===== config.mk =====
export PLATFORM = sky130hd
export DESIGN_NAME = pulse_event_mux
export DESIGN_NICKNAME = d
export VERILOG_FILES = /design/src/rtl/pulse_event_mux.sv
export SDC_FILE = /design/constraint.sdc
export NUM_CORES = 1
export LEC_CHECK = 0
export CAP_MARGIN = 30
export CORE_ASPECT_RATIO = 1.2
export CORE_MARGIN = 4
export CORE_UTILIZATION = 50
export DETAILED_ROUTE_END_ITERATION = 8
export PLACE_DENSITY_LB_ADDON = 0.25
export SYNTH_ARGS = -nofsm -noshare
export SYNTH_HDL_FRONTEND = slang
export SYNTH_SLANG_ARGS = --single-unit

===== constraint.sdc =====
create_clock -name i_clk -period 3.6 [get_ports i_clk]
set_input_delay 0.54 -clock i_clk [delete_from_list [all_inputs] [get_ports i_clk]]
set_output_delay 0.54 -clock i_clk [all_outputs]
set_load 0.01 [all_outputs]

===== src/rtl/pulse_event_mux.sv =====
// pulse_event_mux: per-channel pulse counters serialised round-robin onto a valid/ready event stream
module pulse_event_mux #(
  parameter int N_CH = 4,
  parameter int CNT_W = 4,
  localparam int CH_W = (N_CH > 1) ? $clog2(N_CH) : 1
) (
  input  logic              i_clk,
  input  logic              i_rst,
  input  logic [N_CH-1:0]   i_pulse,
  input  logic [N_CH-1:0]   i_ovf_clr,
  output logic [N_CH-1:0]   o_pending,
  output logic [N_CH-1:0]   o_overflow,
  output logic              o_valid,
  output logic [CH_W-1:0]   o_chan,
  input  logic              i_ready
);
  localparam logic [CNT_W-1:0] MAX = '1;
  logic [CNT_W-1:0] cnt [N_CH];
  logic [CNT_W-1:0] cnt_nxt [N_CH];
  logic [CH_W-1:0]  rr_last, g, idx;
  logic [N_CH-1:0]  dec, drop;
  logic             any, load;
  // round-robin pick starting just after the last granted channel, registered counts only
  always_comb begin
    g = rr_last;
    idx = '0;
    any = 1'b0;
    for (int i = 1; i <= N_CH; i++) begin
      idx = CH_W'((int'(rr_last) + i) % N_CH);
      if (!any && cnt[idx] != '0) begin
        g = idx;
        any = 1'b1;
      end
    end
  end
  // next count per channel: a pulse adds, a grant removes, a pulse into a full counter is dropped
  always_comb begin
    load = !o_valid | i_ready;
    for (int k = 0; k < N_CH; k++) begin
      o_pending[k] = cnt[k] != '0;
      dec[k] = load & any & (g == CH_W'(k));
      drop[k] = i_pulse[k] & !dec[k] & (cnt[k] == MAX);
      cnt_nxt[k] = drop[k] ? cnt[k] : cnt[k] + CNT_W'(i_pulse[k]) - CNT_W'(dec[k]);
    end
  end
  // counters, sticky overflow and the output event register
  always_ff @(posedge i_clk) begin
    if (i_rst) begin
      for (int k = 0; k < N_CH; k++) cnt[k] <= '0;
      o_overflow <= '0;
      o_valid <= 1'b0;
      o_chan <= '0;
      rr_last <= CH_W'(N_CH - 1);
    end else begin
      for (int k = 0; k < N_CH; k++) cnt[k] <= cnt_nxt[k];
      o_overflow <= drop | (o_overflow & ~i_ovf_clr);
      if (load) begin
        o_valid <= any;
        if (any) begin
          o_chan <= g;
          rr_last <= g;
        end
      end
    end
  end
endmodule


# Yosys cells after proc, flatten, opt, wreduce, memory -nomap -nowiden
# Memories as Yosys holds them, arrays and structs flattened.
# Index checks and enable logic that the tools add are counted.
# op_classes
n_reduce_logical	21
bitwise_logic	21
eq_ne	7
n_mux	19
add_sub_neg	12
# ops
cell	count
$mux W4	8
$reduce_bool A4 Y1	8
$add A4 B1 Y4	4
$eq A4 B4 Y1 const B	4
$sub A4 B1 Y4	4
$and A1 B1 Y1	13
$logic_not A1 Y1	8
$mux W2	4
$mux W1	7
$or A1 B1 Y1	5
$add A2 B1 Y2 const B	2
$add A2 B2 Y2 const B	2
$and A4 B4 Y4	1
$eq A2 B2 Y1 const B	2
$not A4 Y4	1
$or A4 B4 Y4	1
$logic_and A1 B1 Y1	3
$eq A2 B1 Y1 const B	1
$logic_not A2 Y1	1
$reduce_and A2 Y1	1
# totals
ramBits	16
mem_count	1
regBits	9
# mem_list
name	words	width	rd	rd_clocked_by_memory_dff	wr	line	source
cnt	4	4	8	0	4	18	logic [CNT_W-1:0] cnt [N_CH];

# Depth between registers and ports, before layout
# Gate-level depths: netlist of the first run.
# An unclocked memory read counts as a cell.
# logic_depth
word_depth	20
mapped_depth	16
mapped_depth_nobuf	14

# Least setup slack after synthesis of the first run
# Ideal clock, no wire load.
# synth_path
kind	reg-to-reg
from	mem cnt[3][3]
to	mem cnt[1][2]
synth_period_minus_slack_ps	3645
slack_ps	-45
path_stages_with_launch	16
t_arrival_ps	3583
setup_time_ps	62
path_cell_list	dfxtp_1 or4_1 buf_2 mux4_2 o41ai_2 a21o_2 buf_6 nor2_1 ha_1 inv_1 ha_1 inv_1 fa_1 xor2_1 or4_1 nand3_1
# synth_lines
element	line
start, declared	18

==> impl_results.md, run 1 <==
* GRT overflow at 0
* H-tree levels at 1
* Final wirelength at approximately 4000 um
* Startpoint Class: register
* Num CTS Buffers at 3
* Fin crit share at 0.9799
* WL met2 at 1985 um
* Commonest non-fill, non-tap cells in the layout: inv_1 (34), dfxtp_1 (27), a21oi_1 (23), ha_1 (23), clkdlybuf4s50_1 (21)
* Die area at 4748 um2
* Hold Crit Start: o_overflow[3]
* Worst r2r src: cnt[3][3]
* DP HPWL at 3086 um
* Routability cong. at between 0.9 and 1
* Worst EP required at 3.82 ns
* Post-synth EDFFs at 0
* Power Dens Cells at 1001 nW/um2
* Port Buffers at 21
* R2R depth at 13
* Cell accounting for the most synthesized area: dfxtp_1
* Chip height at between 70 and 80 um
* Rel. slew slack at 0.2932
* Clk sinks at 27
* Synth area leaders: dfxtp_1 (29%), ha_1 (16%), inv_1 (6.9%), a21oi_1 (6.2%), a211oi_1 (4.5%)
* First-pass GRT wire length at roughly 6800 um
* Unrepaired setup endpoints after global routing: yes
* Worst setup EP type: register
* Area grow syn2layout at 22.28%
* Fmax achieved at ~280 MHz
* Share of cells above drive strength 1 at 0.1394
* Initial antenna violation count at 0
* Flops & latches, synth at 27
* Status: completed
* Root buf cell: clkbuf_8
* FF-to-FF setup slack at 0.07 ns
* Synthesized area per cell at 8.500 um2
* Number of cells produced by synthesis at 218
* Yosys top cell area share at 0.2917
* Ys flop type: dfxtp_1
* Placed inst area at 2180 um2
* CP max FO at 5
* WL met3 at 130 um
* DP Cell Count at approximately 280
* Antenna Nets Post-Route at 0
* CP arrival at 3.75 ns
* Metal-1 WL at 1817 um
* WL/cell at 13.86 um
* Worst setup margin at 0.07234 ns
* Clock transition at the registers of the reported paths at 0.10 ns
* Hold Path Depth at 2
* Cell variety after synth at 34
* Total Routing Usage GR at 0.1776
* Syn nets at 257
* Finished Layout Cells at 288
* Die Wd at about 64 um
* Core ar. at roughly 3500 um2
* Diode count at 0
* Minimum clock period at 3.528 ns
* Hold Path Class: reg2reg
* Hold_ws at 0.4710 ns
* Final setup viols at 0
* Final Max Tran Viols at 0
* Clk buf depth at 2
* Net count, final at 291
* Final core occ at 0.6562
* Num ports at 22
* Most common cell after layout, fill and taps aside: inv_1
* Final hold violations at 0
* Worst Hold End: o_overflow[3]
* Clock skew at 0.006581 ns
* Initial Util at 0.5366
* Place WS at -0.01936 ns
* Via count at 1611
* Top sig layer: met4
* VDD IR max at 0.0005599 V
* Routed vias/inst at roughly 5.6
* Leakage power at 0.9755 nW
* Seq/Total Area, Yosys at 0.2917
* Max Cap Viol at 0
* CTS tree: done
* Yosys warning total at 0
* WS Path Type: reg2reg
* Worst slew pin tran at approximately 1.1 ns
* Largest net degree at the start of global routing at 30
* Later-pin clock latency in the skew report at 0.28 ns
* Cell area after layout at 2266 um2
* Post-Syn Area at 1853 um2
* Reg2Reg Capture Point: cnt[1][2]
* Residual DRC count at 0
* Site Rows at 23
* Vias in the first global route at roughly 1600
* Iter 0 DRT Violations at 21
* Detailed Routing Iterations Pass 1 at 4
* Post-synth ARST share at 0
==> logic make-up (layout without fill, tap and decap cells) <==
family | Yosys count | count (layout) | share of synthesized area
AND/OR/NAND/NOR | 55 | 55 | 0.1560
multiplexers | 2 | 2 | 0.01823
buffers and inverters | 43 | 76 | 0.09588
flip-flops | 27 | 27 | 0.2917
AO/OA/AOI/OAI | 55 | 55 | 0.1951
XOR/XNOR | 8 | 8 | 0.03781
adder cells (fa/ha/maj) | 28 | 28 | 0.2053
==> power breakdown <==
part	switching [mW]	internal, mW	leakage (nW)
logic	0.806	0.786	0.730
registers	0.0885	0.409	0.224
clock network	0.0999	0.0787	0.0217
total	0.995	1.27	0.976
==> how the worst max path moves through the flow <==
| stage | endpoint | cells after the start | from | slack, ns |
|---|---|---|---|---|
| 2_1_floorplan | cnt[1][2] | 15 | cnt[3][3] | 0.03 |
| 3_3_place_gp | cnt[1][2] | 13 | cnt[0][1] | 0.11 |
| 3_5_place_dp | cnt[1][2] | 13 | cnt[3][3] | -0.02 |
| 4_1_cts | cnt[1][2] | 13 | cnt[0][1] | 0.001 |
| 5_1_grt | cnt[1][2] | 13 | cnt[0][1] | -0.02 |
| 6_report | cnt[1][2] | 13 | cnt[3][3] | 0.07 |
==> per-stage QoR <==
| stage | TNS (ns) | power (mW) |
|---|---|---|
| final | 0 | 2.269 |
| after global routing | -0.06925 | 2.523 |
| after CTS | 0 | 2.241 |
| after detailed placement | -0.01936 | 2.038 |
| after global placement | 0 | 1.996 |
| after floorplan | 0 | 1.548 |
==> what timing repair did <==
| item | CTS | global route |
|---|---|---|
| buffers inserted | 1 | 0 |
| hold buffers | 0 | 0 |
| resized for setup | 1 | 8 |
| pin swaps | 0 | 0 |
| setup endpoints to repair | 2 | 6 |
| cloned | 0 | 0 |
==> routing by layer <==
layer / global-route usage / vias to the layer above
met1: 0.2086 / 750
met3: 0.02687 / 6
met2: 0.3306 / 26
li1: - / 829
met5: 0 / -
met4: 0.06475 / 0
==> area by class of cell <==
| class | count | area [um2] |
|---|---|---|
| Fill cell | 290 | 1187 |
| Multi-Input combinational cell | 148 | 1165 |
| Sequential cell | 27 | 540.5 |
| Timing Repair Buffer | 38 | 337.8 |
| Inverter | 34 | 127.6 |
| Tap cell | 37 | 46.29 |
| Clock buffer | 3 | 41.29 |
| Clock inverter | 1 | 7.507 |
==> synthesized netlist by cell type (all sizes together), types with 4 or more instances <==
cell    count
a21oi      23
a21o        8
nand2       6
nand2b      5
o21ai       4
clkbuf      6
a211oi     11
nand4       4
nand3       7
xnor2       6
nor2       11
or4         7
ha         24
fa          4
dfxtp      27
nor3       10
inv        34
==> critical path: stages, from the launching register on <==
cell     delay, ns
dfxtp_1       0.33
or4_4         0.56
mux4_2        0.54
o41ai_2       0.26
a21o_2        0.18
nor2_1        0.06
ha_1          0.27
inv_1         0.06
ha_1          0.15
inv_1         0.05
fa_2          0.33
xor2_1        0.16
or4_1         0.41
nand3_1       0.09
==> registers in the layout (all words and copies together), names as in the netlist, named ones only <==
name        count
o_valid         1
rr_last         2
o_overflow      4
o_chan          2
cnt            16
Note: power is estimated with default switching activity, not from simulation.
==> inputs of run 2 (changes only) <==
PLACE_DENSITY_LB_ADDON = 0.05   (was 0.25)
==> impl_results.md, run 2 (synthesized netlist as in run 1, its figures left out) <==
* Critical path's slowest cell: or4_4
* Iter 0 DRT Violations at 52 (+150%)
* WL/cell at 14.49 um (+4.5%)
* Final Max Tran Viols at 0 (unchanged)
* Die area at 4748 um2 (unchanged)
* Final setup viols at 0 (unchanged)
* CP max stage delay at 0.56 ns (about the same)
* Max reg flops at 16 (unchanged)
* Largest registers: cnt (16), o_overflow (4)
* Minimum clock period at 3.514 ns (-0.01385 ns)
* Routed vias/inst at 5.633 (+0.71%)
* Later-pin clock latency in the skew report at 0.27 ns (about the same)
* Num CTS Buffers at 3 (unchanged)
* CP max FO at 5 (unchanged)
* Routability cong. at 0.9048 (-0.88%)
* Net count, final at 292 (+0.34%)
* Max Cap Viol at 0 (unchanged)
* VDD IR max at 0.0005377 V (-4.0%)
* Share of cells above drive strength 1 at 0.1389 (-0.0005533)
* Largest net degree at the start of global routing at 17 (-43%)
* Residual DRC count at 0 (unchanged)
* Worst setup path start: cnt[3][3]
* CTS tree: done
* Worst r2r src: cnt[3][3]
* Final wirelength at 4188 um (+4.9%)
* Cell mode on critical path: inv_1
* Die Wd at 63.58 um (unchanged)
* Hold_buf cts at 0 (unchanged)
* Finished Layout Cells at 289 (+0.35%)
* Final core occ at 0.6601 (+0.003986)
* Startpoint Class: register
* Detailed Routing Iterations Pass 1 at 4 (unchanged)
* Unrepaired setup endpoints after global routing: yes
* Multi-input logic area at 1174 um2 (+0.75%)
* WS Path Type: reg2reg
* Placed inst area at 2165 um2 (-0.69%)
* Commonest non-fill, non-tap cells in the layout: inv_1 (34), dfxtp_1 (26), a21oi_1 (23), ha_1 (23), clkdlybuf4s50_1 (21)
* Clock transition at the registers of the reported paths at 0.09 ns (about the same)
* Via count at 1628 (+1.1%)
* CP top delay family: simple AND/OR/NAND/NOR gates
* Port Buffers at 21 (unchanged)
* H-tree levels at 1 (unchanged)
* Most flops, register: cnt
* CP arrival at 3.73 ns (-0.02 ns)
* Site Rows at 23 (unchanged)
* Rel. slew slack at 0.3648 (+0.07159)
* Power Dens Cells at 999.1 nW/um2 (-0.22%)
* Core ar. at 3453 um2 (unchanged)
* Most common cell after layout, fill and taps aside: inv_1
* Final hold violations at 0 (unchanged)
* Register area at 541.8 um2 (+0.23%)
* Fin crit share at 0.9761 (-0.003848)
* Antenna Nets Post-Route at 0 (unchanged)
* Num ports at 22 (unchanged)
* Hold Crit Start: o_overflow[0]
* Hold Path Class: reg2reg
* Total Routing Usage GR at 0.1851 (+0.007493)
* CP Buf/Inv Count at 2 (unchanged)
* CP Cell Sequence: or4_4 -> mux4_2 -> o41ai_4 -> a21o_2 -> nor2_1 -> ha_1 -> inv_1 -> ha_2 -> inv_1 -> fa_2 -> xor2_1 -> or4_1 -> nand3_1
* First-pass GRT wire length at 7051 um (+3.9%)
* GRT overflow at 0 (unchanged)
* Worst setup EP type: register
* Area grow syn2layout at 23.03%
* Leakage power at 0.9975 nW (+2.3%)
* Fillers at 305 (+5.2%)
* Worst slew pin tran at 0.9528 ns (-0.1041 ns)
* Initial antenna violation count at 0 (unchanged)
* Clock skew at 0.001635 ns (-0.004946 ns)
* Chip height at 74.69 um (unchanged)
* Root buf cell: clkbuf_8
* Diode count at 0 (unchanged)
* Vias in the first global route at 1648 (+3.1%)
* Clk buf depth at 2 (unchanged)
* Initial Util at 0.5366 (unchanged)
* Clk sinks at 27 (unchanged)
* DP HPWL at 3277 um (+6.2%)
* Status: completed
* Worst EP required at 3.81 ns (about the same)
* DP Cell Count at 281 (-0.71%)
* Fmax achieved at 284.6 MHz (+0.39%)
* Hold_ws at 0.4715 ns (+0.0004530 ns)
* Cell area after layout at 2280 um2 (+0.61%)
run 2: changes by cell type in the layout (fill, tap and decap cells not counted):
cell	change
buf_4	+1
clkbuf_1	+1
clkinvlp_4	-1
dfxtp_1	-1
dfxtp_2	+1
fa_1	+1
fa_2	-1
o41ai_2	-1
o41ai_4	+1
run 2: worst min-delay path: stages, from the launching register on:
cell	delay (ns)
dfxtp_1	0.32
nand2b_1	0.06
a21oi_1	0.05
run 2: per-stage QoR:
step	setup slack, ns	power (mW)	setup TNS [ns]
2_1_floorplan	0.02989	1.548	0
3_3_place_gp	0.08903	1.953	0
3_5_place_dp	-0.07754	2.024	-0.1011
4_1_cts	0.002330	2.222	0
5_1_grt	-0.02568	2.532	-0.02970
6_report	0.08619	2.278	0
run 2: path summary, 6_finish.rpt:
path	end	slack (ns)	depth (start not counted)
max	cnt[3][2]	0.09	13
min	o_overflow[0]	0.47	2
min reg2reg	o_overflow[0]	0.47	2
max reg2reg	cnt[3][2]	0.09	13
run 2: repair_timing:
action,in CTS,in global routing
setup endpoints to repair,2,6
setup buffers,2,2
pin swaps,0,1
gates resized for setup,1,9
run 2: layout make-up:
class	instances	area share
Multi-Input combinational cell	148	0.5148
Inverter	34	0.05598
Timing Repair Buffer	39	0.1515
Sequential cell	27	0.2377
Clock buffer	4	0.01976
Tap cell	37	0.02031
run 2: where the power goes:
group / switching [mW] / total, mW / internal, mW
combinational: 0.829 / 1.60 / 0.774
clock: 0.0924 / 0.172 / 0.0792
sequential: 0.0930 / 0.503 / 0.410
run 2: routing by layer:
| metal | track usage | routed length (um) | up-vias |
|---|---|---|---|
| li1 | - | - | 828 |
| met1 | 0.2118 | 1920 | 777 |
| met2 | 0.3550 | 2147 | 21 |
| met3 | 0.02687 | 99 | 2 |
| met4 | 0.06235 | 21 | 0 |
| met5 | 0 | 0 | - |
==> inputs of run 3 (changes only) <==
CORE_MARGIN = 1.5   (was 4)
CTS_CLUSTER_DIAMETER = 120   (was unset)
==> impl_results.md, run 3 (synthesized netlist as in run 1, its figures left out) <==
* Most common cell after layout, fill and taps aside: inv_1
* Total Routing Usage GR at 0.2144 (+0.02928)
* Seq pwr share at 0.227 (+0.006)
* Hold Crit Start: o_overflow[3]
* WL/cell at 14.31 um (-1.3%)
* Die Wd at 58.58 um (-7.9%)
* Final setup viols at 0 (unchanged)
* Num ports at 22 (unchanged)
* Leakage power at 0.9775 nW (-2.0%)
* Worst r2r src: cnt[3][0]
* Worst setup margin at 0.1042 ns (+0.01804 ns)
* Num CTS Buffers at 3 (unchanged)
* Worst setup path start: cnt[3][0]
* CP arrival at 3.71 ns (-0.02 ns)
* Clk buf depth at 2 (unchanged)
* Place WS at 0.004875 ns (+0.08242 ns)
* CTS tree: done
* Final core occ at 0.6264 (-0.03376)
* Final Max Tran Viols at 0 (unchanged)
* Site Rows at 24 (+4.3%)
* Iter 0 DRT Violations at 64 (+23%)
* GRT overflow at 0 (unchanged)
* Routed vias/inst at 5.641 (+0.14%)
* Diode count at 0 (unchanged)
* Share of cells above drive strength 1 at 0.1411 (+0.002240)
* Tot Pwr at 2.236 mW (-1.8%)
* Max reg flops at 16 (unchanged)
* Commonest non-fill, non-tap cells in the layout: inv_1 (33), dfxtp_1 (24), a21oi_1 (23), ha_1 (22), clkdlybuf4s50_1 (21)
* Later-pin clock latency in the skew report at 0.27 ns (about the same)
* Switching share of power at 0.4452 (about the same)
* Largest registers: cnt (16), o_overflow (4)
* Hold_ws at 0.4769 ns (+0.005406 ns)
* Hold Path Class: reg2reg
* Unrepaired setup endpoints after global routing: yes
* Max Cap Viol at 0 (unchanged)
* Detailed Routing Iterations Pass 1 at 4 (unchanged)
* Via count at 1619 (-0.55%)
* Fmax achieved at 286.1 MHz (+0.52%)
* Status: completed
* Vias in the first global route at 1658 (+0.61%)
* DP HPWL at 3201 um (-2.3%)
* Worst slew pin tran at 1.059 ns (+0.1067 ns)
* Cell area after layout at 2257 um2 (-0.99%)
* Switching power at 0.9956 mW (-1.8%)
* Root buf cell: clkbuf_8
* Initial Util at 0.5142 (-0.02236)
* H-tree levels at 1 (unchanged)
* Chip height at 69.69 um (-6.7%)
* Most flops, register: cnt
* Setup TNS at 0 ns (unchanged)
* Clk sinks at 27 (unchanged)
* Core ar. at 3603 um2 (+4.3%)
* Worst EP required at 3.82 ns (about the same)
* Die area at 4082 um2 (-14%)
* Finished Layout Cells at 287 (-0.69%)
* Worst setup EP type: register
* Final wirelength at 4106 um (-2.0%)
* Residual DRC count at 0 (unchanged)
* Clock transition at the registers of the reported paths at 0.09 ns (about the same)
* Startpoint Class: register
* WS Path Type: reg2reg
* Net count, final at 288 (-1.4%)
* Placed inst area at 2160 um2 (-0.23%)
* Routability cong. at 0.8655 (-4.3%)
* Gate power share at 0.696 (-0.008)
* Rel. slew slack at 0.2937 (-0.07111)
* Clock group share of total power at 0.077 (+0.002)
* Initial antenna violation count at 0 (unchanged)
* Hold_buf cts at 0 (unchanged)
* Fin crit share at 0.9710 (-0.005011)
* Minimum clock period at 3.496 ns (-0.01804 ns)
* CP max FO at 5 (unchanged)
* DP Cell Count at 282 (+0.36%)
* VDD IR max at 0.0005002 V (-7.0%)
* Antenna Nets Post-Route at 0 (unchanged)
* Final hold violations at 0 (unchanged)
* Port Buffers at 21 (unchanged)
* Clock skew at 0.001628 ns (-0.000006710 ns)
* Area grow syn2layout at 21.81%
* Largest net degree at the start of global routing at 19 (+2)
* First-pass GRT wire length at 7065 um (+0.20%)
* Cell-internal power at 1.241 mW (-1.8%)
* Power Dens Cells at 990.7 nW/um2 (-0.84%)
-- run 3: cell types whose count changed in the layout (fill, tap and decap cells not counted), sizes merged --
cell  previous run  this run
buf             18        14
-- run 3: per-layer routing --
layer | routed length [um] | global-route usage | share of wire
met5 | 0 | 0 | 0
met2 | 2087 | 0.3808 | 0.51
met3 | 110 | 0.02425 | 0.027
met1 | 1894 | 0.2785 | 0.46
met4 | 14 | 0.03535 | 0.0034
-- run 3: power by group through the flow --
stage,sequential [mW],combinational (mW),clock (mW)
2_1_floorplan,0.480,1.07,0
3_3_place_gp,0.501,1.43,0
3_5_place_dp,0.506,1.49,0
4_1_cts,0.501,1.50,0.176
5_1_grt,0.519,1.78,0.192
6_report,0.507,1.56,0.172
-- run 3: layout make-up --
type	count	area, um2
Fill cell	322	1346
Timing Repair Buffer	35	315.3
Sequential cell	27	544.3
Clock buffer	4	45.04
Multi-Input combinational cell	148	1176
Inverter	34	127.6
Tap cell	39	48.80
-- run 3: timing repair --
| item | CTS | global route |
|---|---|---|
| pin swaps | 0 | 2 |
| cloned | 0 | 0 |
| buffers inserted | 0 | 1 |
| setup endpoints to repair | 1 | 6 |
| gates resized for setup | 1 | 13 |
-- run 3: worst max-delay path: stages, from the launching register on --
cell     delay, ns
dfxtp_2       0.34
or4_4         0.55
mux4_2        0.55
o41ai_4       0.26
a21o_2        0.17
nor2_1        0.06
ha_1          0.27
inv_1         0.06
ha_2          0.17
inv_1         0.05
fa_2          0.34
xor2_1        0.15
or4_1         0.39
nand3_1       0.09
-- run 3: path summary, 6_finish.rpt --
kind                    to  cells past startpoint  slack [ns]
min          o_overflow[3]                      2        0.48
min reg2reg  o_overflow[3]                      2        0.48
max reg2reg      cnt[1][2]                     13        0.10
max              cnt[1][2]                     13        0.10
